File: config.mk
export PLATFORM = sky130hd
export DESIGN_NAME = peg_l2_mac_rx_framer_flat
export DESIGN_NICKNAME = d
export VERILOG_FILES = /design/src/rtl/peg_l2_mac_rx_framer_pkg.sv /design/src/rtl/peg_l2_mac_rx_framer_if.sv /design/src/rtl/peg_l2_mac_rx_framer_crc32.sv /design/src/rtl/peg_l2_mac_rx_framer.sv /design/src/flat_wrapper.sv
export SDC_FILE = /design/constraint.sdc
export NUM_CORES = 1
export LEC_CHECK = 0
export BUFFER_PORTS_ARGS = -buffer_cell sky130_fd_sc_hd__buf_2
export CAP_MARGIN = 20
export CORE_ASPECT_RATIO = 0.5
export CORE_MARGIN = 8
export CORE_UTILIZATION = 50
export DETAILED_ROUTE_END_ITERATION = 7
export GPL_TIMING_DRIVEN = 0
export PLACE_DENSITY = 0.67
export SYNTH_ARGS = -nofsm -noshare
export SYNTH_HDL_FRONTEND = slang
export SYNTH_SLANG_ARGS = --single-unit
File: constraint.sdc
create_clock -name clk -period 3.4 [get_ports clk]
set_clock_uncertainty 0.15 [all_clocks]
set_input_delay 0 -clock clk [delete_from_list [all_inputs] [get_ports clk]]
set_output_delay 0 -clock clk [all_outputs]
set_load 0.01 [all_outputs]
File: src/rtl/peg_l2_mac_rx_framer_pkg.sv
// Shared constants, FSM encoding and helpers for the MAC RX framer.
// Imported by the framer top and its CRC-32 byte-step sub-module.
package peg_l2_mac_pkg;

    localparam logic [7:0]  PREAMBLE_BYTE = 8'h55;
    localparam logic [7:0]  SFD_BYTE      = 8'hD5;
    localparam logic [31:0] CRC32_POLY    = 32'h04C11DB7;
    localparam logic [31:0] CRC32_INIT    = 32'hFFFFFFFF;
    localparam logic [31:0] CRC32_RESIDUE = 32'hDEBB20E3;
    localparam int          DLY_DEPTH     = 4;

    typedef enum logic [1:0] {
        IDLE = 2'd0,
        PRE  = 2'd1,
        DATA = 2'd2,
        DROP = 2'd3
    } fsm_e;

    // Ethernet shifts LSB first, so the polynomial is applied bit-reversed.
    function automatic logic [31:0] reflect32(input logic [31:0] v);
        logic [31:0] r;
        r = '0;
        for (int i = 0; i < 32; i++) begin
            r[i] = v[31-i];
        end
        return r;
    endfunction

endpackage

File: src/rtl/peg_l2_mac_rx_framer_if.sv
// Byte-wide packet stream with valid/sop/eop/error and ready back-pressure.
// master drives the beat, slave returns ready.
interface peg_l2_mac_rx_framer_if;
    logic       valid;
    logic       sop;
    logic       eop;
    logic [7:0] data;
    logic       error;
    logic       ready;

    modport master (output valid, sop, eop, data, error, input ready);
    modport slave  (input valid, sop, eop, data, error, output ready);
endinterface

File: src/rtl/peg_l2_mac_rx_framer_crc32.sv
// peg_l2_crc32_d8: one-byte step of the reflected Ethernet CRC-32.
// Purely combinational; no final inversion is applied.
module peg_l2_crc32_d8
    import peg_l2_mac_pkg::*;
(
    input  logic [31:0] crc_in,
    input  logic [7:0]  data,
    output logic [31:0] crc_out
);

    localparam logic [31:0] POLY_R = reflect32(CRC32_POLY);

    logic [31:0] c;

    always_comb begin
        c = crc_in ^ {24'h0, data};
        for (int i = 0; i < 8; i++) begin
            c = c[0] ? ((c >> 1) ^ POLY_R) : (c >> 1);
        end
        crc_out = c;
    end

endmodule

File: src/rtl/peg_l2_mac_rx_framer.sv
// MAC RX framer: strips preamble/SFD and FCS, checks CRC and length, flags errors at eop.
// Optional saturating event counters are enabled with PEG_L2_MAC_RX_STATS_EN.
module peg_l2_mac_rx_framer
    import peg_l2_mac_pkg::*;
#(
    parameter int unsigned MIN_FRM_LEN = 64,
    parameter int unsigned MAX_FRM_LEN = 1518
) (
    input  logic                          clk,
    input  logic                          rst,
    peg_l2_mac_rx_framer_if.slave         pkt_in,
    peg_l2_mac_rx_framer_if.master        pkt_out,
    output logic                          stat_frm_ok,
    output logic                          stat_crc_err,
    output logic                          stat_len_err,
    output logic                          stat_pre_err
`ifdef PEG_L2_MAC_RX_STATS_EN
    ,
    output logic [15:0]                   stat_cnt_ok,
    output logic [15:0]                   stat_cnt_crc,
    output logic [15:0]                   stat_cnt_len,
    output logic [15:0]                   stat_cnt_pre
`endif
);

    fsm_e        state_q, state_d;
    logic [31:0] crc_q, crc_d, crc_calc;
    logic [15:0] len_q, len_d, len_inc;
    logic [2:0]  dly_cnt_q, dly_cnt_d;
    logic        sop_sent_q, sop_sent_d;
    logic        sticky_q, sticky_d;
    logic        shift_en;
    logic [7:0]  dly_oldest;

    logic        out_valid_q, out_sop_q, out_eop_q, out_err_q;
    logic [7:0]  out_data_q;
    logic        ld, ld_sop, ld_eop, ld_err;

    // Pulse vector order: {pre, len, crc, ok}
    logic [3:0]  stat_q, stat_d;

    logic        in_ready, accept, restart;
    logic        crc_bad, len_bad, dly_full;

    peg_l2_crc32_d8 u_crc (
        .crc_in  (crc_q),
        .data    (pkt_in.data),
        .crc_out (crc_calc)
    );

    assign in_ready = ~out_valid_q | pkt_out.ready;
    assign accept   = pkt_in.valid & in_ready;
    assign len_inc  = (len_q == 16'hFFFF) ? len_q : len_q + 16'd1;
    assign len_bad  = (32'(len_inc) < MIN_FRM_LEN) || (32'(len_inc) > MAX_FRM_LEN);
    assign crc_bad  = (crc_calc != CRC32_RESIDUE);
    assign dly_full = (dly_cnt_q == 3'(DLY_DEPTH));

    // Four-stage delay line hides the FCS: stage 0 takes the new byte, stage 3 is oldest.
    generate
        for (genvar gi = 0; gi < DLY_DEPTH; gi++) begin : g_dly
            logic [7:0] stage_q;
            always_ff @(posedge clk or posedge rst) begin
                if (rst) begin
                    stage_q <= 8'h00;
                end else if (shift_en) begin
                    if (gi == 0) begin
                        stage_q <= pkt_in.data;
                    end else begin
                        stage_q <= g_dly[(gi == 0) ? 0 : gi-1].stage_q;
                    end
                end
            end
        end
    endgenerate

    assign dly_oldest = g_dly[DLY_DEPTH-1].stage_q;

    always_comb begin
        state_d    = state_q;
        crc_d      = crc_q;
        len_d      = len_q;
        dly_cnt_d  = dly_cnt_q;
        sop_sent_d = sop_sent_q;
        sticky_d   = sticky_q;
        shift_en   = 1'b0;
        ld         = 1'b0;
        ld_sop     = 1'b0;
        ld_eop     = 1'b0;
        ld_err     = 1'b0;
        stat_d     = 4'b0000;
        restart    = 1'b0;

        if (accept) begin
            case (state_q)
                IDLE: restart = pkt_in.sop;
                PRE: begin
                    if (pkt_in.sop) begin
                        restart = 1'b1;
                    end else if (pkt_in.eop) begin
                        state_d = IDLE;
                    end else if (pkt_in.data == SFD_BYTE) begin
                        state_d    = DATA;
                        crc_d      = CRC32_INIT;
                        len_d      = 16'd0;
                        dly_cnt_d  = 3'd0;
                        sop_sent_d = 1'b0;
                        sticky_d   = 1'b0;
                    end else if (pkt_in.data != PREAMBLE_BYTE) begin
                        state_d   = DROP;
                        stat_d[3] = 1'b1;
                    end
                end
                DROP: begin
                    if (pkt_in.sop) begin
                        restart = 1'b1;
                    end else if (pkt_in.eop) begin
                        state_d = IDLE;
                    end
                end
                DATA: begin
                    if (pkt_in.sop) begin
                        // Missing eop: close the frame already started downstream as bad.
                        restart = 1'b1;
                        if (sop_sent_q) begin
                            ld        = 1'b1;
                            ld_eop    = 1'b1;
                            ld_err    = 1'b1;
                            stat_d[2] = 1'b1;
                        end
                    end else begin
                        crc_d    = crc_calc;
                        len_d    = len_inc;
                        shift_en = 1'b1;
                        sticky_d = sticky_q | pkt_in.error;
                        if (dly_full) begin
                            ld         = 1'b1;
                            ld_sop     = ~sop_sent_q;
                            sop_sent_d = 1'b1;
                        end else begin
                            dly_cnt_d = dly_cnt_q + 3'd1;
                        end
                        if (pkt_in.eop) begin
                            state_d = IDLE;
                            if (!dly_full) begin
                                stat_d[2] = 1'b1;
                            end else begin
                                ld_eop = 1'b1;
                                ld_err = crc_bad | len_bad | sticky_d;
                                // A PHY error with an intact FCS is still an integrity failure.
                                if (len_bad) begin
                                    stat_d[2] = 1'b1;
                                end else if (crc_bad | sticky_d) begin
                                    stat_d[1] = 1'b1;
                                end else begin
                                    stat_d[0] = 1'b1;
                                end
                            end
                        end
                    end
                end
                default: state_d = IDLE;
            endcase

            if (restart) begin
                if (pkt_in.data == PREAMBLE_BYTE) begin
                    state_d = pkt_in.eop ? IDLE : PRE;
                end else begin
                    state_d   = pkt_in.eop ? IDLE : DROP;
                    stat_d[3] = 1'b1;
                end
            end
        end
    end

    always_ff @(posedge clk or posedge rst) begin
        if (rst) begin
            state_q    <= IDLE;
            crc_q      <= CRC32_INIT;
            len_q      <= 16'd0;
            dly_cnt_q  <= 3'd0;
            sop_sent_q <= 1'b0;
            sticky_q   <= 1'b0;
            stat_q     <= 4'b0000;
        end else begin
            state_q    <= state_d;
            crc_q      <= crc_d;
            len_q      <= len_d;
            dly_cnt_q  <= dly_cnt_d;
            sop_sent_q <= sop_sent_d;
            sticky_q   <= sticky_d;
            stat_q     <= stat_d;
        end
    end

    always_ff @(posedge clk or posedge rst) begin
        if (rst) begin
            out_valid_q <= 1'b0;
            out_sop_q   <= 1'b0;
            out_eop_q   <= 1'b0;
            out_err_q   <= 1'b0;
            out_data_q  <= 8'h00;
        end else if (ld) begin
            out_valid_q <= 1'b1;
            out_sop_q   <= ld_sop;
            out_eop_q   <= ld_eop;
            out_err_q   <= ld_err;
            out_data_q  <= dly_oldest;
        end else if (pkt_out.ready) begin
            out_valid_q <= 1'b0;
        end
    end

    assign pkt_in.ready  = in_ready;
    assign pkt_out.valid = out_valid_q;
    assign pkt_out.sop   = out_sop_q;
    assign pkt_out.eop   = out_eop_q;
    assign pkt_out.error = out_err_q;
    assign pkt_out.data  = out_data_q;

    assign stat_frm_ok  = stat_q[0];
    assign stat_crc_err = stat_q[1];
    assign stat_len_err = stat_q[2];
    assign stat_pre_err = stat_q[3];

`ifdef PEG_L2_MAC_RX_STATS_EN
    generate
        for (genvar gi = 0; gi < 4; gi++) begin : g_cnt
            logic [15:0] cnt_q;
            always_ff @(posedge clk or posedge rst) begin
                if (rst) begin
                    cnt_q <= 16'd0;
                end else if (stat_q[gi] && (cnt_q != 16'hFFFF)) begin
                    cnt_q <= cnt_q + 16'd1;
                end
            end
        end
    endgenerate

    assign stat_cnt_ok  = g_cnt[0].cnt_q;
    assign stat_cnt_crc = g_cnt[1].cnt_q;
    assign stat_cnt_len = g_cnt[2].cnt_q;
    assign stat_cnt_pre = g_cnt[3].cnt_q;
`endif

endmodule

File: src/flat_wrapper.sv
// flat-port wrapper written by rule: the top's interface ports become plain ports
module peg_l2_mac_rx_framer_flat import peg_l2_mac_pkg::*;
#(
    parameter int unsigned MIN_FRM_LEN = 64,
    parameter int unsigned MAX_FRM_LEN = 1518
)
  (clk, rst, stat_frm_ok, stat_crc_err, stat_len_err, stat_pre_err, pkt_in_valid, pkt_in_sop, pkt_in_eop, pkt_in_data, pkt_in_error, pkt_in_ready, pkt_out_valid, pkt_out_sop, pkt_out_eop, pkt_out_data, pkt_out_error, pkt_out_ready);
  peg_l2_mac_rx_framer_if pkt_in_i ();
  peg_l2_mac_rx_framer_if pkt_out_i ();
  input  logic clk;
  input  logic rst;
  output logic stat_frm_ok;
  output logic stat_crc_err;
  output logic stat_len_err;
  output logic stat_pre_err;
  input wire logic [$bits(pkt_in_i.valid)-1:0] pkt_in_valid;
  input wire logic [$bits(pkt_in_i.sop)-1:0] pkt_in_sop;
  input wire logic [$bits(pkt_in_i.eop)-1:0] pkt_in_eop;
  input wire logic [$bits(pkt_in_i.data)-1:0] pkt_in_data;
  input wire logic [$bits(pkt_in_i.error)-1:0] pkt_in_error;
  output wire logic [$bits(pkt_in_i.ready)-1:0] pkt_in_ready;
  output wire logic [$bits(pkt_out_i.valid)-1:0] pkt_out_valid;
  output wire logic [$bits(pkt_out_i.sop)-1:0] pkt_out_sop;
  output wire logic [$bits(pkt_out_i.eop)-1:0] pkt_out_eop;
  output wire logic [$bits(pkt_out_i.data)-1:0] pkt_out_data;
  output wire logic [$bits(pkt_out_i.error)-1:0] pkt_out_error;
  input wire logic [$bits(pkt_out_i.ready)-1:0] pkt_out_ready;
  assign pkt_in_i.valid = pkt_in_valid;
  assign pkt_in_i.sop = pkt_in_sop;
  assign pkt_in_i.eop = pkt_in_eop;
  assign pkt_in_i.data = pkt_in_data;
  assign pkt_in_i.error = pkt_in_error;
  assign pkt_in_ready = pkt_in_i.ready;
  assign pkt_out_valid = pkt_out_i.valid;
  assign pkt_out_sop = pkt_out_i.sop;
  assign pkt_out_eop = pkt_out_i.eop;
  assign pkt_out_data = pkt_out_i.data;
  assign pkt_out_error = pkt_out_i.error;
  assign pkt_out_i.ready = pkt_out_ready;
  peg_l2_mac_rx_framer #(.MIN_FRM_LEN(MIN_FRM_LEN), .MAX_FRM_LEN(MAX_FRM_LEN)) u_core (.clk(clk), .rst(rst), .pkt_in(pkt_in_i), .pkt_out(pkt_out_i), .stat_frm_ok(stat_frm_ok), .stat_crc_err(stat_crc_err), .stat_len_err(stat_len_err), .stat_pre_err(stat_pre_err));
endmodule
* Yosys cells after proc, flatten, opt, wreduce, memory -nomap -nowiden
Index checks and enable logic that the tools add are counted.
** Word-level totals
- Bits in registers :: 103
- Bits of input ports :: 15
- Word-level logic and storage cells :: 155
** Cells by class
- Add/sub/neg operators :: 2
- Magnitude comparators :: 2
- Equal/unequal tests :: 19
- Mux-type cells :: 88
- Bitwise operators :: 17
- Reduce and logical (&&, ||, !) cells :: 11
** Operators by type and width (number)
- 32-bit two-way mux :: 12
- 13-bit inverter with 14-bit output :: 8
- 16-bit two-way mux :: 5
- 32-bit one-hot mux with 2 select lines :: 1
- 1-bit two-way mux :: 44
- 32-bit != test, second input constant :: 1
- 16-bit one-hot mux with 2 select lines :: 1
- 32-bit by 8-bit bitwise XOR with 32-bit output :: 1
- 2-bit two-way mux :: 12
- 3-bit two-way mux :: 7
- 16-bit by 1-bit adder with 16-bit output, second input constant :: 1
- 16-bit == test, second input constant :: 1
- 16-bit by 11-bit greater-than comparator with 1-bit output, second input constant :: 1
- 16-bit by 7-bit < comparator with 1-bit output, second input constant :: 1
- 7-bit AND reduction :: 2
- 6-bit AND reduction :: 2
- 8-bit by 7-bit == test with 1-bit output, second input constant :: 1
- 8-bit == test, second input constant :: 1
- 2-bit != test, second input constant :: 4
- 8-bit by 7-bit != test with 1-bit output, second input constant :: 1
- 3-bit by 2-bit != test with 1-bit output, second input constant :: 2
- 1-bit one-hot mux with 2 select lines :: 3
- 3-bit one-hot mux with 2 select lines :: 1
- 5-bit by 2-bit != test with 1-bit output, second input constant :: 1
- 17 further kinds :: 25

* Depth between registers and ports, before layout
- Depth in word-level cells :: 26
- Mapped depth :: 10
- Gate-level depth less buffers :: 9

* Hierarchy
From an unflattened synthesis, not the netlist that was laid out.
** Second synthesis, totals
- Cells, all modules :: 614
- Area total of the unflattened synthesis :: 5696.7 um2
** Modules (own cells, without submodules)
- peg_l2_mac_rx_framer :: times used 1, cells each 544, area each 4860.9 um2, seq. area each 2617.5 um2
- peg_l2_crc32_d8 :: times used 1, cells each 70, area each 835.8 um2, seq. area each 0.0 um2

* Worst setup path after synthesis
Ideal clock, no wire load.
- Path kind :: register to register
- Start point :: register u_core.crc_q[6]
- End point :: register u_core.out_err_q (netlist: u_core.pkt_out.error)
- Setup time :: 134 ps
- Arrival :: 2470 ps
- Data required time :: 3116 ps
- Setup slack :: 646 ps
- Stages on the path, launching flop included :: 8
- Path buffers :: 0
- Clock period less this slack :: 2754 ps
- Cells stage by stage :: dfstp_2 > xor2_2 > xnor3_2 > or4_4 > a2111oi_2 > nand4_1 > nor4_2 > a21oi_1
** On the way
- Cells in the longest elaborated chain, start to end :: 19
** RTL lines
- start, declared :: RTL line peg_l2_mac_rx_framer.sv:27 : logic [31:0] crc_q, crc_d, crc_calc;
- start signal, assigned :: RTL line peg_l2_mac_rx_framer.sv:186 : crc_q <= crc_d;
- 32-bit by 8-bit bitwise XOR with 32-bit output * :: RTL line peg_l2_mac_rx_framer_crc32.sv:16 : c = crc_in ^ {24'h0, data};
- 13-bit inverter with 14-bit output (no source line)
- 32-bit two-way mux * (7 in series) :: RTL line peg_l2_mac_rx_framer_crc32.sv:18 : c = c[0] ? ((c >> 1) ^ POLY_R) : (c >> 1);
- 13-bit inverter with 14-bit output (no source line)
- 32-bit two-way mux * :: RTL line peg_l2_mac_rx_framer_crc32.sv:18
- 32-bit != test * :: RTL line peg_l2_mac_rx_framer.sv:55 : assign crc_bad = (crc_calc != CRC32_RESIDUE);
- 1-bit OR * (2 in series) :: RTL line peg_l2_mac_rx_framer.sv:148 : ld_err = crc_bad | len_bad | sticky_d;
- 1-bit two-way mux * :: RTL line peg_l2_mac_rx_framer.sv:144 : if (!dly_full) begin
- 1-bit two-way mux * :: RTL line peg_l2_mac_rx_framer.sv:142 : if (pkt_in.eop) begin
- 1-bit two-way mux * :: RTL line peg_l2_mac_rx_framer.sv:121 : if (pkt_in.sop) begin
- 1-bit two-way mux * :: RTL line peg_l2_mac_rx_framer.sv:94 : case (state_q)
- 1-bit two-way mux * :: RTL line peg_l2_mac_rx_framer.sv:93 : if (accept) begin
- end signal, assigned :: RTL line peg_l2_mac_rx_framer.sv:206 : out_err_q <= ld_err;
- end, declared :: RTL line peg_l2_mac_rx_framer.sv:35 : logic out_valid_q, out_sop_q, out_eop_q, out_err_q;
Every way passes the cells marked *; elsewhere a longest branch is shown, timed or not.
A chain may end at the register's enable or synchronous reset.

* Final worst setup path
- Start point :: register u_core.crc_q[4]
- End point :: register u_core.out_err_q (netlist: u_core.pkt_out.error)
** On the way
- Cells in the longest elaborated chain, start to end :: 19
- Elaborated cells between the ends (all ways) :: 20
- Those cells by class :: eq/ne (1); mux (13); bitwise (6)
** RTL lines (RTL line)
- 32-bit by 8-bit bitwise XOR with 32-bit output * :: peg_l2_mac_rx_framer_crc32.sv:16
- 32-bit two-way mux * (6 in series) :: peg_l2_mac_rx_framer_crc32.sv:18
- 13-bit inverter with 14-bit output (no source line) / 32-bit two-way mux (equally long branches)
- 32-bit two-way mux * :: peg_l2_mac_rx_framer_crc32.sv:18
- 13-bit inverter with 14-bit output (no source line) / 32-bit two-way mux (equally long branches)
- 32-bit two-way mux * :: peg_l2_mac_rx_framer_crc32.sv:18
- 32-bit != test * :: peg_l2_mac_rx_framer.sv:55
- 1-bit OR * (2 in series) :: peg_l2_mac_rx_framer.sv:148
- 1-bit two-way mux * :: peg_l2_mac_rx_framer.sv:144
- 1-bit two-way mux * :: peg_l2_mac_rx_framer.sv:142
- 1-bit two-way mux * :: peg_l2_mac_rx_framer.sv:121
- 1-bit two-way mux * :: peg_l2_mac_rx_framer.sv:94
- 1-bit two-way mux * :: peg_l2_mac_rx_framer.sv:93
Marks and branches as above.

==> summary.md <==
| Metric | Value |
|---|---|
| Status | complete, no violations |
| Post-synthesis cell type count | 64 |
| First-pass GRT wire length | 23500 um |
| Rel. slew slack | 38.2% |
| Number of remaining DRC errors | 0 |
| MaxCap Viol Count | 0 |
| Slew Viols, Final | 0 |
| Antenna-violating nets left | 0 |
| Element type at the critical path end | flop |
| Startpoint Class | flop |
| Synth Warn # | 0 |
| Share of layout cells above drive strength 1 | 16.1% |
| Routed len/inst | 16.9 um |
| Fin crit share | 94.2% |
| Post-synth top flop | dfrtp_1 |
| Final Routed Wirelength | 14300 um |
| Lkg Pwr | 3.06 nW |
| Post-CTS Setup Repair Bufs | 0 |
| Rows | 28 |
| Clock sinks | 103 |
| RSZ-0062 raised after global routing | false |
| Max Fclk | 312 MHz |
| Worst IR Drop VDD | 0.000674 V |
| GPL Wtd Cong | 0.943 |
| Clk slew on worst S/H paths | 0.08 ns |
| Commonest non-fill, non-tap cells in the layout | nand2_1 (127), dfrtp_1 (71), a21oi_1 (56) |
| Minimum clock period | 3.20 ns |
| Ports | 32 |
| Post-synth EDFFs | 0 |
| Final instance count without filler cells | 849 |
| Total track usage | 18.9% |
| Cts bufs inserted | 9 |
| Synth async-reset ratio | 100% |
| FF+latch count, synth | 103 |
| Gr ovfl total | 0 |
| Vias per cell | 5.53 |
| Worst-Margin Slew | 0.922 ns |
| Fin. Hold Viols | 0 |
| Post-Route Utilization | 57.9% |
| Post-Place Cells | 818 |
| Vias | 4699 |
| CP Data Arrival Time | 3.27 ns |
| Worst-Skew Late Latency | 0.35 ns |
| Power per cell area | 1020 nW/um^2 |
| Htree depth | 3 |
| Final setup viols | 0 |
| Die W | 170 um |
| Buffers on Ports | 29 |
| Mapped Cells | 623 |
| Clock tree from TritonCTS | yes |
| Setup Crit Path Kind | reg2reg |
| Largest net degree at the start of global routing | 62 |
| Vias in the first global route | 4522 |
| Core Area | 11700 sq um |
| CP max FO | 5 |
| Root Buffer | clkbuf_16 |
| Synthesized area | 5900 sq um |
| Worst endpoint required time | 3.46 ns |
| CTS max path bufs | 2 |
| Initial antenna violation count | 0 |
| Mapped Nets | 642 |
| Chip height | 92.8 um |
| Hold Crit Class | in2async |
| Drt first pass iters | 5 |
| DPL Wire Length | 10200 um |
| Starting Density | 50.6% |
| Net count, final | 697 |
| Avg Inst Size Synth | 9.47 sq um |
| Most common cell after layout, fill and taps aside | nand2_1 |
| Die ar. | 15700 sq um |
| First DRT Iteration DRCs | 367 |
| Syn-to-layout area delta | 14.5% |
| Sequential area share after synthesis | 44.4% |
-- through the flow --
| step | setup slack [ns] | instance area (sq um) | total power [mW] | hold slack (ns) | TNS (ns) |
|---|---|---|---|---|---|
| finish | 0.199 | 6760 | 6.91 | 0.111 | 0 |
| floorplan | 0.599 | 5900 | 5.04 | -0.0446 | 0 |
| global placement | -0.680 | 6250 | 5.71 | 0.127 | -47.97 |
| detailed placement | 0.108 | 6290 | 5.78 | -0.0398 | 0 |
| global route | 0.0267 | 6760 | 7.35 | 0.164 | 0 |
| CTS | 0.0902 | 6730 | 6.87 | 0.121 | 0 |
-- critical path, cell delays in order, from the launching register on --
cell and delay, ns:
dfstp_2 0.40, xnor2_1 0.73, xnor2_2 0.29, xnor3_1 0.55
a2111oi_2 0.30, nand4_1 0.15, nor4_2 0.36, a21oi_1 0.13
-- Yosys cell counts (3+ instances only) --
library cell / count / area share [%]
xnor3_2: 4 / 1.6
ha_1: 4 / 0.85
a22o_1: 3 / 0.45
xor2_1: 18 / 2.7
buf_1: 3 / 0.19
a21o_1: 4 / 0.51
clkbuf_1: 25 / 1.6
xnor2_1: 36 / 5.3
nor2_1: 54 / 3.4
nand2_1: 127 / 8.1
nand2b_1: 6 / 0.64
a31oi_1: 7 / 0.74
nand3_1: 7 / 0.59
o22a_1: 5 / 0.74
a21oi_1: 56 / 4.7
o21ai_0: 26 / 2.2
dfstp_2: 32 / 14
nand4_1: 7 / 0.74
nor4_1: 7 / 0.74
xor3_1: 4 / 1.6
o211ai_1: 3 / 0.38
nor3_1: 13 / 1.1
mux2_2: 10 / 1.9
mux2i_1: 5 / 0.85
and2_1: 5 / 0.53
and3_1: 11 / 1.2
xnor3_1: 8 / 3.1
and4_1: 3 / 0.45
dfrtp_1: 71 / 30
inv_1: 9 / 0.57
o31ai_1: 4 / 0.51
nor2b_1: 5 / 0.53
-- layer usage --
metal	GRT usage [%]	vias up	wire, um
met5	0	-	0
met4	6.07	0	200
met3	4.07	18	569
met2	29.6	110	6540
met1	25.9	2292	7030
li1	-	2279	-
-- flip-flops by register name (all words and copies together), names as in the netlist, 2 cells and up --
signal                cells
u_core.crc_q             32
u_core.g_dly.stage_q     24
u_core.len_q             16
u_core.dly_oldest         8
u_core.pkt_out.data       8
u_core.stat_q             4
u_core.dly_cnt_q          3
u_core.state_q            2
-- what timing repair did --
action	in CTS	in global routing
gates resized for setup	0	3
endpoints found under the hold margin	59	0
hold buffers	14	0
endpoints found under the setup margin	0	3
-- report_power, final --
part | switching [mW] | total (mW) | leakage, nW | internal [mW]
registers | 0.352 | 2.14 | 1.28 | 1.79
logic | 1.95 | 3.72 | 1.64 | 1.77
clock network | 0.508 | 1.04 | 0.144 | 0.535
-- area by class of cell --
type                       count  area (sq um)
sequential                   103          2620
clock inverter                 6          61.3
multi-input combinational    481          3170
buffer                        30           115
antenna                        1          2.50
timing repair buffer          44           313
tap                          165           206
clock buffer                  10           239
inverter                       9          36.3
fill                        1034          4910
-- worst paths after layout --
check | startpoint | to | slack (ns) | depth (start not counted)
min in group clk | pkt_in_data[3] | u_core.g_dly[0].stage_q[3] | 0.30 | 4
max reg2reg | u_core.crc_q[4] | u_core.pkt_out.error | 0.20 | 7
max | u_core.crc_q[4] | u_core.pkt_out.error | 0.20 | 7
min | rst | u_core.stat_q[2] | 0.11 | 3
min reg2reg | u_core.g_dly[0].stage_q[0] | u_core.g_dly[1].stage_q[0] | 0.31 | 2
max in group asynchronous | rst | u_core.crc_q[30] | 2.25 | 4
-- kinds of logic after synthesis --
kind of cell / Yosys count / synth area share [%]
AOI/OAI and AO/OA: 128 / 13.3
adders and majority gates: 4 / 0.848
buffers and inverters: 39 / 2.52
and+or+nand+nor: 258 / 19.9
DFF: 103 / 44.4
muxes: 15 / 2.76
xor gates and xnor gates: 76 / 16.3
(Power assumes the default switching activity.)
